**src/rtl/calc_pkg.sv**
```systemverilog
// Shared constants for the calculator sequencer: key codes, ALU op encodings,
// FSM state encoding and small key-decode helpers.
package calc_pkg;

  // Key codes (0-9 are digits)
  localparam logic [3:0] KeyAdd = 4'hA;
  localparam logic [3:0] KeySub = 4'hB;
  localparam logic [3:0] KeyMul = 4'hC;
  localparam logic [3:0] KeyDiv = 4'hD;
  localparam logic [3:0] KeyEq  = 4'hE;
  localparam logic [3:0] KeyClr = 4'hF;

  // ALU operation encodings
  localparam logic [1:0] OpAdd = 2'b00;
  localparam logic [1:0] OpSub = 2'b01;
  localparam logic [1:0] OpMul = 2'b10;
  localparam logic [1:0] OpDiv = 2'b11;

  // FSM state encoding
  typedef logic [2:0] state_t;
  localparam state_t StEnterA = 3'd0;
  localparam state_t StEnterB = 3'd1;
  localparam state_t StCalc   = 3'd2;
  localparam state_t StResult = 3'd3;
  localparam state_t StError  = 3'd4;

  function automatic logic is_digit(input logic [3:0] k);
    return (k <= 4'd9);
  endfunction

  function automatic logic is_op(input logic [3:0] k);
    return (k >= KeyAdd) && (k <= KeyDiv);
  endfunction

  function automatic logic [1:0] key_to_op(input logic [3:0] k);
    logic [1:0] op;
    case (k)
      KeySub:  op = OpSub;
      KeyMul:  op = OpMul;
      KeyDiv:  op = OpDiv;
      default: op = OpAdd;
    endcase
    return op;
  endfunction

endpackage

```
**src/rtl/calc_operand_acc.sv**
```systemverilog
// Decimal operand accumulator: value = value*10 + digit, saturating at
// MAX_DIGITS entered digits (further digits are dropped).
module calc_operand_acc #(
  parameter int unsigned W          = 10,
  parameter int unsigned MAX_DIGITS = 3
) (
  input  logic         clk,
  input  logic         rst_n,
  input  logic         clr_i,    // zero value and digit count
  input  logic         load_i,   // start a fresh operand holding digit_i
  input  logic         push_i,   // append digit_i if room remains
  input  logic [3:0]   digit_i,
  output logic [W-1:0] value_o,
  output logic         empty_o   // no digits entered yet
);

  localparam int unsigned CntW = $clog2(MAX_DIGITS + 1);

  logic [W-1:0]    value_q, value_d;
  logic [CntW-1:0] count_q, count_d;

  // Next-state: clear beats load beats append
  always_comb begin
    value_d = value_q;
    count_d = count_q;
    if (clr_i) begin
      value_d = '0;
      count_d = '0;
    end else if (load_i) begin
      value_d = W'(digit_i);
      count_d = CntW'(1);
    end else if (push_i && (count_q < CntW'(MAX_DIGITS))) begin
      value_d = (value_q * W'(10)) + W'(digit_i);
      count_d = count_q + CntW'(1);
    end
  end

  // State registers
  always_ff @(posedge clk or negedge rst_n) begin
    if (!rst_n) begin
      value_q <= '0;
      count_q <= '0;
    end else begin
      value_q <= value_d;
      count_q <= count_d;
    end
  end

  assign value_o = value_q;
  assign empty_o = (count_q == '0);

endmodule

```
**src/rtl/calc_sequencer.sv**
```systemverilog
// Calculator key sequencer: collects two decimal operands and an operator from
// key strobes, hands them to an external ALU and shows operands/result.
module calc_sequencer
  import calc_pkg::*;
#(
  parameter int unsigned W          = 10,
  parameter int unsigned MAX_DIGITS = 3,
  parameter int unsigned TIMEOUT    = 1024
) (
  input  logic           clk,
  input  logic           rst_n,
  input  logic           key_valid,
  input  logic [3:0]     key_code,
  output logic           alu_start,
  output logic [1:0]     alu_op,
  output logic [W-1:0]   alu_a,
  output logic [W-1:0]   alu_b,
  input  logic           alu_done,
  input  logic [2*W-1:0] alu_result,
  input  logic           alu_err,
  output logic [2*W-1:0] disp_value,
  output logic           disp_err,
  output logic           busy
);

  localparam int unsigned WaitW = $clog2(TIMEOUT + 1);

  state_t           state_q, state_d;
  logic [1:0]       op_q, op_d;
  logic             start_q, start_d;
  logic [2*W-1:0]   result_q, result_d;
  logic [WaitW-1:0] wait_q, wait_d;

  logic key_dig, key_op, key_eq, key_clr;
  logic a_clr, a_load, a_push, b_clr, b_push;
  logic a_empty, b_empty;
  logic [W-1:0] a_val, b_val;

  assign key_dig = key_valid && is_digit(key_code);
  assign key_op  = key_valid && is_op(key_code);
  assign key_eq  = key_valid && (key_code == KeyEq);
  assign key_clr = key_valid && (key_code == KeyClr);

  calc_operand_acc #(
    .W          (W),
    .MAX_DIGITS (MAX_DIGITS)
  ) u_acc_a (
    .clk     (clk),
    .rst_n   (rst_n),
    .clr_i   (a_clr),
    .load_i  (a_load),
    .push_i  (a_push),
    .digit_i (key_code),
    .value_o (a_val),
    .empty_o (a_empty)
  );

  calc_operand_acc #(
    .W          (W),
    .MAX_DIGITS (MAX_DIGITS)
  ) u_acc_b (
    .clk     (clk),
    .rst_n   (rst_n),
    .clr_i   (b_clr),
    .load_i  (1'b0),
    .push_i  (b_push),
    .digit_i (key_code),
    .value_o (b_val),
    .empty_o (b_empty)
  );

  // FSM next-state and operand control; clear overrides every state
  always_comb begin
    state_d  = state_q;
    op_d     = op_q;
    start_d  = 1'b0;
    result_d = result_q;
    wait_d   = wait_q;
    a_clr    = 1'b0;
    a_load   = 1'b0;
    a_push   = 1'b0;
    b_clr    = 1'b0;
    b_push   = 1'b0;
    if (key_clr) begin
      state_d  = StEnterA;
      op_d     = OpAdd;
      result_d = '0;
      wait_d   = '0;
      a_clr    = 1'b1;
      b_clr    = 1'b1;
    end else begin
      case (state_q)
        StEnterA: begin
          if (key_dig) begin
            a_push = 1'b1;
          end else if (key_op) begin
            op_d    = key_to_op(key_code);
            a_clr   = a_empty;  // no digits means A reads as 0
            b_clr   = 1'b1;
            state_d = StEnterB;
          end
        end
        StEnterB: begin
          if (key_dig) begin
            b_push = 1'b1;
          end else if (key_op && b_empty) begin
            op_d = key_to_op(key_code);
          end else if (key_eq && !b_empty) begin
            state_d = StCalc;
            start_d = 1'b1;
            wait_d  = '0;
          end
        end
        StCalc: begin
          if (alu_done) begin
            if (alu_err) begin
              result_d = '0;
              state_d  = StError;
            end else begin
              result_d = alu_result;
              state_d  = StResult;
            end
          end else if (wait_q == WaitW'(TIMEOUT - 1)) begin
            state_d = StError;
          end else begin
            wait_d = wait_q + WaitW'(1);
          end
        end
        StResult: begin
          if (key_dig) begin
            a_load  = 1'b1;
            b_clr   = 1'b1;
            state_d = StEnterA;
          end
        end
        StError: ;
        default: state_d = StEnterA;
      endcase
    end
  end

  // State registers
  always_ff @(posedge clk or negedge rst_n) begin
    if (!rst_n) begin
      state_q  <= StEnterA;
      op_q     <= OpAdd;
      start_q  <= 1'b0;
      result_q <= '0;
      wait_q   <= '0;
    end else begin
      state_q  <= state_d;
      op_q     <= op_d;
      start_q  <= start_d;
      result_q <= result_d;
      wait_q   <= wait_d;
    end
  end

  // Display mux; in CALC both operands are shown side by side as {A, B}
  always_comb begin
    case (state_q)
      StEnterA: disp_value = {{W{1'b0}}, a_val};
      StEnterB: disp_value = {{W{1'b0}}, b_val};
      StCalc:   disp_value = {a_val, b_val};
      StResult: disp_value = result_q;
      default:  disp_value = '0;
    endcase
  end

  assign alu_start = start_q;
  assign alu_op    = op_q;
  assign alu_a     = a_val;
  assign alu_b     = b_val;
  assign disp_err  = (state_q == StError);
  assign busy      = (state_q == StCalc);

endmodule

```
**config.mk**
```make
export PLATFORM = sky130hd
export DESIGN_NAME = calc_sequencer
export DESIGN_NICKNAME = d
export VERILOG_FILES = /design/src/rtl/calc_pkg.sv /design/src/rtl/calc_operand_acc.sv /design/src/rtl/calc_sequencer.sv
export SDC_FILE = /design/constraint.sdc
export NUM_CORES = 1
export LEC_CHECK = 0
export ABC_AREA = 1
export BUFFER_PORTS_ARGS = -buffer_cell sky130_fd_sc_hd__buf_2
export CAP_MARGIN = 20
export CORE_MARGIN = 10
export CORE_UTILIZATION = 53
export CTS_BUF_LIST = sky130_fd_sc_hd__clkbuf_4
export DETAILED_ROUTE_END_ITERATION = 6
export HOLD_SLACK_MARGIN = 0.08
export PLACE_DENSITY = 0.79
export RECOVER_POWER = 25
export SLEW_MARGIN = 20
export SYNTH_ARGS = -nofsm -noshare
export SYNTH_HDL_FRONTEND = slang
export SYNTH_SLANG_ARGS = --single-unit
```
**constraint.sdc**
```tcl
create_clock -name clk -period 2.13 [get_ports clk]
set_input_delay 0.1065 -clock clk [delete_from_list [all_inputs] [get_ports clk]]
set_output_delay 0.1065 -clock clk [all_outputs]
set_load 0.05 [all_outputs]
```
==> results of run 1 <==
flip-flops by register name, indices dropped and copies added, names as in the netlist:
signal	flops
wait_q	11
u_acc_a.value_o	10
result_q	20
alu_op	2
u_acc_b.value_o	10
state_q	3
alu_start	1
u_acc_a.count_q	2
u_acc_b.count_q	2
repair_timing:
item | in CTS | in global routing
setup buffers | 3 | 5
pin swaps | 9 | 13
hold endpoints to repair | 85 | 0
hold buffers | 22 | 0
gates resized for setup | 7 | 27
endpoints found under the setup margin | 7 | 20
worst min-delay path: stages:
cell	delay [ps]
buf_2	140
ha_1	150
nand2_1	50
nand2_1	60
synth_stat cells, types with 6 or more instances:
| cell type | instances | area [um^2] |
|---|---|---|
| clkbuf_1 | 10 | 37.54 |
| dfrtp_1 | 61 | 1526 |
| inv_1 | 73 | 274.0 |
| o21ai_0 | 35 | 175.2 |
| nand4_1 | 12 | 75.07 |
| ha_1 | 33 | 412.9 |
| nand2_1 | 184 | 690.7 |
| o221ai_1 | 9 | 78.83 |
| a21oi_1 | 9 | 45.04 |
| xor2_1 | 6 | 52.55 |
| nand3_1 | 63 | 315.3 |
| o21ai_1 | 17 | 85.08 |
| nor2_1 | 31 | 116.4 |
| o22ai_1 | 9 | 56.30 |
power breakdown:
| part | internal, mW | total [mW] | switching (mW) |
|---|---|---|---|
| Sequential | 1.51 | 1.80 | 0.290 |
| Combinational | 2.04 | 6.09 | 4.05 |
| Clock | 0.363 | 0.850 | 0.487 |
how the worst max path moves through the flow:
stage | cells after the start | startpoint | to | slack, ps
6_report | 10 | u_acc_a.value_o[3] | u_acc_a.value_o[8] | -140
5_1_grt | 10 | u_acc_a.value_o[3] | u_acc_a.value_o[8] | -240
4_1_cts | 10 | u_acc_b.value_o[1] | u_acc_b.value_o[8] | -10
3_5_place_dp | 10 | u_acc_a.value_o[3] | u_acc_a.value_o[7] | -60
3_3_place_gp | 10 | u_acc_a.value_o[3] | u_acc_a.value_o[8] | 50
2_1_floorplan | 10 | u_acc_b.value_o[1] | u_acc_b.value_o[8] | -90
through the flow:
step           util, %  TNS, ps  cell area [um^2]  std cells
3_3_place_gp     62.31        0              5042        785
5_1_grt          69.20    -1116              5600        831
4_1_cts          67.56   -10.83              5468        826
6_report         69.20   -382.7              5600        831
2_1_floorplan        -   -364.4              4448        601
3_5_place_dp     62.31   -127.3              5042        785
logic make-up (layout without fill, tap and decap cells):
group,after synthesis,in the layout
compound gates,82,82
simple gates,318,318
buf+inv,93,218
xor+xnor,10,10
flops,61,61
fa+ha+maj,37,37
cell usage in the layout (no fill, tap or decap), drive strengths merged, types with 6 or more instances in the layout:
cell / netlist / final
a21oi: 9 / 9
buf: 4 / 99
clkbuf: 10 / 11
dfrtp: 61 / 61
dlygate4sd3: 0 / 22
ha: 33 / 33
inv: 79 / 80
nand2: 185 / 185
nand3: 66 / 66
nand4: 12 / 12
nor2: 39 / 39
nor3: 7 / 7
o21ai: 52 / 52
o221ai: 9 / 9
o22ai: 9 / 9
xor2: 6 / 6
cell type report:
type	count	area, um^2	area share, %
clock buffer	9	67.56	1.206
multi-input combinational	447	2685	47.94
sequential	61	1540	27.50
tap	105	131.4	2.346
clock inverter	7	75.07	1.340
timing repair buffer	123	802.0	14.32
inverter	79	299.0	5.340
per-layer routing:
| layer | part of all wire [%] | up-vias | routed length, um |
|---|---|---|---|
| met1 | 42 | 2176 | 5715 |
| met2 | 49 | 179 | 6663 |
| met3 | 6.8 | 28 | 920 |
| met5 | 0 | - | 0 |
| li1 | - | 2225 | - |
| met4 | 1.9 | 0 | 256 |
==> results.yml, run 1 <==
worst_setup_path:
  critical_path_class: "flip-flop to flip-flop"
  r2r_end: "u_acc_a.value_o[8]"
  path_max_fanout: 3
  critPathRequiredTime_ps: 2460
  path_cells: "ha_4 > ha_4 > fa_2 > nand2_2 > inv_2 > nand4_1 > a21oi_2 > nand3_1 > nand3_1 > nand2_1"
  arrival_ps: 2610
  critical_path.slowest_cell: "fa_2"
  rrSetupSlack_ps: -140
  startpoint_type: "flip-flop"
  critPathBufInv: 1
  ff2ff_path_depth: 10
  setup.worst_path.end_class: "flip-flop"
  crit_family: "adder cells"
  worst_r2r_startpoint: "u_acc_a.value_o[3]"
  cp_slowest_stage_delay_ps: 590
finish:
  nets: 787
  syn_to_final_growth_pct: 28.44
  nFillCells: 667
  antenna_cells: 0
  drive_above_1_share_pct: 25.21
clock_network:
  clk_latency_ps: 430
  cts_made_buffers: 9
  cts_tree: "yes"
  path_clk_slew_ps: 120
  clockRootBuffer: "clkbuf_4"
  cts.path.max_buffers: 2
  numClockSinks: 61
  htreeDepth: 3
timing:
  finalHoldViolations: 0
  rsz0062_at_grt: "yes"
  fin_crit_sh_pct: 106.7
  finClkSkew_ps: 23.41
  finalSetupViolCount: 5
  timing.fmax_ghz: 0.4400
  worst_hold_slack_ps: 132.1
  min_period_ps: 2273
  worst_slack_ps: -142.8
  max_slew_margin_pct: 25.26
  tightest_slew_ps: 1121
  drv_slew: 0
detailed_routing:
  firstDrtPassIters: 5
  initialDrtViolationCount: 441
  vias: 4608
  viasPerCell: 5.545
  drc: 0
  wl_per_cell_um: 16.31
  routed_wl_um: 13560
  ant_nets: 0
yosys:
  syn_nets: 667
  syn_inst: 601
  yosysSeqAreaShare_pct: 35.01
  synth_cell_type_count: 35
  synth_edf_count: 0
  synth_fa_ha_area_share_pct: 11.31
  synth_area_per_cell_um2: 7.255
  ys.warnings.count: 0
  async_reset_ff_share_pct: 100.0
  synth_mux_area_share_pct: 0
  yosys.area_share.simple_pct: 32.65
  syn_area_um2: 4360
  synth_compound_area_share_pct: 10.67
  synth_top_family_by_area: "simple AND/OR/NAND/NOR gates"
  synthXorXnorAreaFrac_pct: 2.009
  synth-seq-cells: 61
  synthFlopType: "dfrtp_1"
floorplanning:
  dieHeight_um: 110.7
  io_pins: 74
  fp.dieW_um: 110.7
  dieArea_um2: 12260
  start_util_pct: 53.88
  core_area_um2: 8093
  placementRows: 33
worst_hold_path:
  whs_path_depth: 4
  hp-class: "input pin to flip-flop"
  whs_endpoint: "u_acc_b.value_o[1]"
  min_from: "key_code[1]"
place:
  gp_congestion: 0.9334
  portBuffers: 73
  dp_slack_ps: -57.31
  hpwl_um: 9937
global_routing:
  first_global_vias: 4581
  use_met2_pct: 36.48
  grt-ovfl-total: 0
  grt_start_max_net_pins: 42
  grt_util_met3_pct: 5.465
  grt_util_all_layers_pct: 21.37
  gr-max-usage-layer: "met2"
  grt_pass1_wl_um: 22160
  grtUsageMet1_pct: 26.08
  grt_antenna_before_repair: 0
power_and_ir_drop:
  p_leak_nw: 2.874
  power_density_nw_per_um2: 1561
  power_mw: 8.740
  ir_drop_mv: 1.362
run_status:
  status: "finished, violations left"
  failed_checks: "setup timing"
run:
  cap_violations: 0
(Power assumes the default switching activity.)
==> run 2: changes to the inputs <==
Settings changed: BUFFER_PORTS_ARGS -buffer_cell sky130_fd_sc_hd__buf_2 to -buffer_cell sky130_fd_sc_hd__clkbuf_2, SKIP_CTS_REPAIR_TIMING set to 1.
==> results.yml, run 2 (synthesis results as in run 1) <==
run_status:
  status: "finished, violations left"
  failed_checks: "setup timing"
clock_network:
  path_clk_slew_ps: 100
  cts_made_buffers: 9
  cts_tree: "yes"
  clockRootBuffer: "clkbuf_4"
  numClockSinks: 61
  clk_latency_ps: 420
  cts.path.max_buffers: 2
  htreeDepth: 3
global_routing:
  grt-ovfl-total: 0
  grt_util_all_layers_pct: 19.85
  grt_pass1_wl_um: 20590
  grt_antenna_before_repair: 0
  first_global_vias: 4268
  grt_start_max_net_pins: 42
timing:
  rsz0062_at_grt: "yes"
  max_slew_margin_pct: 24.21
  timing.fmax_ghz: 0.4542
  min_period_ps: 2202
  drv_slew: 0
  finalHoldViolations: 0
  tightest_slew_ps: 1137
  setup_tns_ps: -91.87
  fin_crit_sh_pct: 103.4
  finClkSkew_ps: 14.53
  finalSetupViolCount: 2
  worst_slack_ps: -71.64
floorplanning:
  placementRows: 33
  io_pins: 74
  dieHeight_um: 110.7
  fp.dieW_um: 110.7
  dieArea_um2: 12260
  start_util_pct: 53.88
  core_area_um2: 8093
worst_setup_path:
  critical_path.slowest_cell: "fa_1"
  critical_path_class: "flip-flop to flip-flop"
  path_cells: "ha_4 > ha_4 > fa_1 > nand2_1 > inv_2 > nand4_1 > a21oi_2 > nand2_1 > nand2_1 > nand3_1 > nand2_1"
  cp_slowest_stage_delay_ps: 540
  critPathRequiredTime_ps: 2480
  startpoint_type: "flip-flop"
  crit_family: "adder cells"
  setup.worst_path.end_class: "flip-flop"
  critPathBufInv: 1
  crit_top_cell: "nand2_1"
  path_max_fanout: 3
  arrival_ps: 2550
detailed_routing:
  ant_nets: 0
  vias: 4533
  wl_per_cell_um: 15.72
  drc: 0
  firstDrtPassIters: 5
  viasPerCell: 5.475
  routed_wl_um: 13020
  initialDrtViolationCount: 389
power_and_ir_drop:
  power_density_nw_per_um2: 1528
  ir_drop_mv: 1.076
  p_leak_nw: 2.836
  power_mw: 8.469
finish:
  final_common_cell: "nand2_1"
  largest-register: "result_q"
  antenna_cells: 0
  syn_to_final_growth_pct: 27.14
  layout_common_cells: "nand2_1, inv_1, clkbuf_2"
  nets: 785
  reg.largest.list: "result_q x20, wait_q x11"
  largest_register_ff_count: 20
  drive_above_1_share_pct: 23.79
place:
  gp_congestion: 0.9112
  portBuffers: 73
  hpwl_um: 9688
run:
  cap_violations: 0
worst_hold_path:
  hp-class: "input pin to flip-flop"
[run 2: power by group]
part           internal, mW  switching (mW)  total [mW]
clock                 0.340           0.438       0.777
combinational          1.97            3.92        5.89
sequential             1.51           0.289        1.80
total                  3.82            4.65        8.47
[run 2: metrics by stage]
step	utilization [%]	std cells	instance area, um^2	worst slack, ps	hold WS, ps
floorplan	-	601	4448	-88.68	-189.1
global placement	62.59	788	5065	42.36	113.1
detailed placement	62.59	788	5065	-8.768	117.0
CTS	64.10	803	5187	-35.60	-336.8
global route	68.51	828	5544	-172.8	162.4
finish	68.51	828	5544	-71.64	151.4
[run 2: area by class of cell]
| class | count | area, um^2 |
|---|---|---|
| clock buffer | 9 | 67.56 |
| clock inverter | 6 | 55.05 |
| fill | 678 | 2549 |
| inverter | 79 | 299.0 |
| multi-input combinational | 447 | 2660 |
| sequential | 61 | 1539 |
| tap | 105 | 131.4 |
| timing repair buffer | 121 | 792.0 |
[run 2: worst paths after layout]
check / from / cells past startpoint / endpoint / slack [ps]
max reg2reg: u_acc_b.value_o[1] / 11 / u_acc_b.value_o[8] / -70
max in group asynchronous: rst_n / 3 / u_acc_a.count_q[1] / 400
max: u_acc_b.value_o[1] / 11 / u_acc_b.value_o[8] / -70
min reg2reg: alu_op[1] / 2 / alu_op[1] / 510
min in group asynchronous: rst_n / 2 / alu_op[0] / 470
min: key_code[1] / 4 / alu_op[1] / 150
[run 2: worst register-to-register path, stage by stage (launching register included)]
cell and delay (ps):
dfrtp_2 440, ha_4 250, ha_4 160, fa_1 540, nand2_1 80, inv_2 60
nand4_1 110, a21oi_2 200, nand2_1 80, nand2_1 60, nand3_1 90, nand2_1 80
[run 2: per-layer routing]
metal  global-route usage, %  share of wire (%)
met5                       0                  0
met3                   4.383                5.8
met1                   26.09                 45
met2                   32.19                 47
met4                   4.948                2.2
